===== src/rtl/regfile_wr_arbiter.sv =====
// Round-robin arbiter for the single register-file write port; registers the
// winning write and its 4:16 decoded enable. Optional: REGFILE_WR_ZERO_REG_EN.
module regfile_wr_arbiter #(
    parameter int N_REQ  = 4,
    parameter int DATA_W = 64,
    parameter int ADDR_W = 4
) (
    input  logic                     clk_i,
    input  logic                     rst_ni,
    input  logic [N_REQ-1:0]         req_valid_i,
    input  logic [N_REQ*ADDR_W-1:0]  req_addr_i,
    input  logic [N_REQ*DATA_W-1:0]  req_data_i,
    output logic [N_REQ-1:0]         req_ready_o,
    input  logic                     wr_stall_i,
    output logic                     wr_en_o,
    output logic [ADDR_W-1:0]        wr_addr_o,
    output logic [DATA_W-1:0]        wr_data_o,
    output logic [15:0]              wr_onehot_o,
    output logic [2:0]               grant_id_o
);

    localparam logic [2:0] LAST = 3'(N_REQ - 1);

    logic [N_REQ-1:0][ADDR_W-1:0] addr_arr;
    logic [N_REQ-1:0][DATA_W-1:0] data_arr;
    logic [2:0]                   ptr;
    logic [2:0]                   win;
    logic                         found;
    logic                         go;
    logic [ADDR_W-1:0]            win_addr;
    logic [DATA_W-1:0]            win_data;
    logic [15:0]                  win_dec;
    logic                         zero_hit;

    assign addr_arr = req_addr_i;
    assign data_arr = req_data_i;

    // Two passes: requesters at or above ptr first, then the wrapped-around rest.
    always_comb begin
        found = 1'b0;
        win   = ptr;
        for (int k = 0; k < N_REQ; k++) begin
            if (!found && (3'(k) >= ptr) && req_valid_i[k]) begin
                found = 1'b1;
                win   = 3'(k);
            end
        end
        for (int k = 0; k < N_REQ; k++) begin
            if (!found && req_valid_i[k]) begin
                found = 1'b1;
                win   = 3'(k);
            end
        end
    end

    assign go = found && rst_ni && !wr_stall_i;

    always_comb begin
        req_ready_o = '0;
        win_addr    = '0;
        win_data    = '0;
        for (int k = 0; k < N_REQ; k++) begin
            req_ready_o[k] = go && (win == 3'(k));
            if (win == 3'(k)) begin
                win_addr = addr_arr[k];
                win_data = data_arr[k];
            end
        end
    end

    assign win_dec = 16'h0001 << win_addr;

`ifdef REGFILE_WR_ZERO_REG_EN
    // 4'hF reads as zero: the request is consumed but never reaches the file.
    assign zero_hit = (win_addr == 4'hF);
`else
    assign zero_hit = 1'b0;
`endif

    always_ff @(posedge clk_i or negedge rst_ni) begin
        if (!rst_ni) begin
            ptr         <= '0;
            wr_en_o     <= 1'b0;
            wr_addr_o   <= '0;
            wr_data_o   <= '0;
            wr_onehot_o <= '0;
            grant_id_o  <= '0;
        end else if (!wr_stall_i) begin
            if (go) begin
                ptr         <= (win == LAST) ? 3'd0 : win + 3'd1;
                wr_en_o     <= !zero_hit;
                wr_addr_o   <= win_addr;
                wr_data_o   <= win_data;
                wr_onehot_o <= zero_hit ? 16'h0000 : win_dec;
                grant_id_o  <= win;
            end else begin
                wr_en_o     <= 1'b0;
                wr_onehot_o <= '0;
            end
        end
    end

endmodule

===== config.mk =====
export PLATFORM = sky130hd
export DESIGN_NAME = regfile_wr_arbiter
export DESIGN_NICKNAME = d
export VERILOG_FILES = /design/src/rtl/regfile_wr_arbiter.sv
export SDC_FILE = /design/constraint.sdc
export NUM_CORES = 1
export LEC_CHECK = 0
export ABC_AREA = 1
export BUFFER_PORTS_ARGS = -buffer_cell sky130_fd_sc_hd__buf_2
export CAP_MARGIN = 10
export CORE_AREA = 2 2 143 145
export DETAILED_ROUTE_END_ITERATION = 16
export DIE_AREA = 0 0 145 147
export HOLD_SLACK_MARGIN = 0.1
export PLACE_DENSITY = 0.71
export SLEW_MARGIN = 25
export SYNTH_ARGS = -nofsm -noshare
export SYNTH_HDL_FRONTEND = slang
export SYNTH_SLANG_ARGS = --single-unit

===== constraint.sdc =====
create_clock -name clk_i -period 2.4 [get_ports clk_i]
set_input_delay 0 -clock clk_i [delete_from_list [all_inputs] [get_ports clk_i]]
set_output_delay 0 -clock clk_i [all_outputs]
set_load 0.01 [all_outputs]

==> results.py <==
metrics = {
    "outcome": {
        "status": "finished, violations left",
        "violations": "setup timing",
    },
    "logic_synthesis": {
        "ys_ff_latch": 91,
        "netlist_area_sq_um": 6157,
        "ys_async_sr_fraction": 1.000,
        "post_synth_num_cell_types": 33,
        "ys.flop_type": "dfrtp_1",
        "synth_top_area_cell": "dfrtp_1",
        "synth_common_cells": "nand2_1 (271), nand3_1 (155), dfrtp_1 (91)",
        "synth-edff-count": 0,
        "synth_area_per_cell_sq_um": 6.671,
        "synthCells": 923,
        "ys_seq_area_frac": 0.3698,
        "synth_fp_nets": 1206,
        "synth_area_leaders": "dfrtp_1 (37%), nand2_1 (17%), nand3_1 (13%), o211ai_1 (7.8%), a21oi_1 (5.4%)",
        "yosysWarnings": 0,
        "synth_most_common_cell": "nand2_1",
        "synth_top_area_share": 0.3698,
    },
    "critical_path": {
        "r2r_slack_ps": -270,
        "endpoint_kind": "flip-flop",
        "critPathRequiredTime_ps": 2660,
        "crit_arrival_ps": 2940,
        "crit_fanout": 7,
        "worstSetupStartpointType": "flip-flop",
        "path_class": "flip-flop to flip-flop",
    },
    "detailed_routing": {
        "first_iter_violations": 710,
        "post_drt_wl_per_cell_um": 18.77,
        "postRouteWirelength_mm": 34.98,
        "firstDrtPassIters": 6,
        "viasPerCell": 5.296,
        "ant_nets": 0,
        "vias": 9872,
        "drcViolationCount": 0,
    },
    "placed_design": {
        "dp_slack_ps": -251.0,
        "place_congestion": 0.9117,
        "dp_cells": 1534,
        "io_buffer_count": 370,
        "dp_hpwl_mm": 17.85,
        "placed_cell_area_sq_um": 8514,
    },
    "power": {
        "p_seq_frac": 0.187,
        "combPwrFrac": 0.709,
        "p_clk_frac": 0.104,
        "cellPowerDensity_nw_per_um2": 1096,
        "p_int_uw": 7309,
        "peakVddDrop_v": 0.0006507,
        "p_leak_uw": 0.006521,
        "sw_frac_of_total": 0.4760,
        "p_switching_uw": 6639,
    },
    "cts": {
        "clock_latency_ps": 360,
        "cts.clk_slew.worst_paths_ps": 80,
        "cts-root-buf": "clkbuf_16",
        "cts_tree": "done",
        "htree_levels": 3,
        "clockBufferDepth": 2,
        "cts.sink_count": 91,
        "cts_buffers": 9,
    },
    "flow_run": {
        "maxCapViolCount": 0,
    },
    "finish": {
        "nFillCells": 1449,
        "multi_input_area_sq_um": 3901,
        "drive_gt1_frac": 0.3849,
        "syn_to_final_growth_pct": 106.6,
        "final_cell_count_no_fill": 1864,
        "fin_area_sq_um": 12720,
        "seqCellArea_sq_um": 2280,
        "final_nets": 1868,
    },
    "global_routing": {
        "grtUsageMet1": 0.3487,
        "grt_overflow": 0,
        "grt_max_degree": 52,
        "grt_usage": 0.3009,
        "use_met2": 0.5033,
        "antenna_found_initial": 1,
        "grt_pass1_wl_mm": 51.14,
        "grt_pass1_vias": 9843,
        "busiest_layer": "met2",
        "use_met3": 0.07174,
    },
    "floorplanning": {
        "boundaryPins": 371,
        "dieWidth_um": 145,
        "dieArea_sq_um": 21320,
        "placeableCoreArea_sq_um": 19840,
        "fp.dieH_um": 147,
        "initial_core_util": 0.3103,
        "row_count": 52,
    },
    "timing": {
        "hold_viol": 0,
        "fin_ws_ps": -274.4,
        "worst_pin_slew_ps": 649.8,
        "finalCritPeriodShare": 1.114,
        "fmax_mhz": 373.9,
        "fin_skew_ps": 7.996,
        "slew_headroom": 0.5668,
        "setup_viol": 86,
        "finalMaxSlewViolations": 0,
        "period_minus_slack_ps": 2674,
        "finalSetupTns_ps": -12390,
        "rsz0062_at_grt": "true",
    },
    "min_path": {
        "hold_path_class": "input pin to flip-flop",
    },
}
==> power groups by stage <==
| stage | logic, uW | registers (uW) | clock network [uW] |
|---|---|---|---|
| after global placement | 6710 | 2570 | 0 |
| final | 9890 | 2600 | 1450 |
| after global routing | 10500 | 2670 | 1550 |
| after detailed placement | 6780 | 2580 | 0 |
| after floorplan | 3860 | 2890 | 0 |
| after CTS | 8190 | 2560 | 1500 |
==> layout make-up <==
type                       count  share of cell area
multi-input combinational    679              0.3067
clock buffer                   9             0.01770
inverter                      87             0.02705
timing repair buffer         717              0.4369
tap                          270             0.02656
clock inverter                 7            0.005115
sequential                    91              0.1792
antenna                        4           0.0007869
==> worst max-delay path, stage by stage (launching register included) <==
cell	delay (ps)
dfrtp_2	450
nor2_4	130
nand3_4	110
nand2_2	90
nor2_2	30
nand2_1	80
nand2_1	80
o22ai_2	130
nand2_1	120
inv_2	120
ha_4	200
inv_6	60
a21oi_4	120
buf_6	140
buf_8	130
buf_16	150
nand2_4	50
nand3_2	70
o211ai_1	80
a21oi_1	230
==> worst paths after layout <==
path | startpoint | to | cells after the start
worst min-delay path | req_data_i[33] | wr_data_o[33] | 5
worst max-delay path | ptr[2] | wr_data_o[19] | 19
worst max register to register | ptr[2] | wr_data_o[19] | 19
max in group asynchronous | rst_ni | ptr[2] | 3
min in group asynchronous | rst_ni | wr_addr_o[3] | 3
worst min register to register | wr_onehot_o[4] | wr_onehot_o[4] | 2
==> layer usage <==
metal  up-vias  part of all wire
met5         -                 0
met4         0             0.066
met3       222             0.093
met2       786              0.48
met1      4514              0.36
li1       4350                 -
==> registers in the layout (all words and copies together), names as in the netlist <==
signal	cells
grant_id_o	3
ptr	3
wr_addr_o	4
wr_data_o	64
wr_en_o	1
wr_onehot_o	16
==> cell families after synthesis <==
group | count (synthesis) | synth area share
AND/OR/NAND/NOR | 529 | 0.3674
buffers and inverters | 156 | 0.1067
AO/OA/AOI/OAI | 143 | 0.1479
flip-flops | 91 | 0.3698
adder cells (fa/ha/maj) | 4 | 0.008129
==> through the flow <==
| step | util | power (uW) | hold WS, ps |
|---|---|---|---|
| after floorplan | - | 6745 | -295.6 |
| after global placement | 0.4291 | 9278 | 188.4 |
| after detailed placement | 0.4291 | 9362 | 188.6 |
| after CTS | 0.6047 | 12250 | 108.2 |
| after global routing | 0.6407 | 14770 | 131.7 |
| final | 0.6410 | 13950 | 125.7 |
==> cell usage in the layout, fill, tap and decap left out, types with 2 or more instances in the layout <==
master,instances
a21boi_4,2
a21oi_1,64
a21oi_4,3
buf_12,18
buf_16,4
buf_2,368
buf_4,43
buf_6,14
buf_8,2
clkbuf_16,11
clkinv_4,2
dfrtp_1,89
dfrtp_2,2
diode_2,4
dlygate4sd3_1,265
ha_4,3
inv_1,75
inv_2,7
inv_4,3
inv_6,4
inv_8,2
nand2_1,229
nand2_2,27
nand2_4,22
nand2_8,2
nand3_1,108
nand3_2,44
nand3_4,5
nand3b_1,2
nor2_1,75
nor2_2,6
nor2_4,9
o211ai_1,64
o21ai_0,3
o21ai_1,2
==> what timing repair did <==
| item | CTS | global route |
|---|---|---|
| pin swaps | 26 | 47 |
| endpoints found under the setup margin | 87 | 90 |
| hold buffers | 265 | 0 |
| buffers inserted | 18 | 17 |
| resized for setup | 64 | 121 |
| endpoints found under the hold margin | 173 | 0 |
| cloned | 5 | 5 |
No activity file was read; power rests on OpenSTA's default activity.
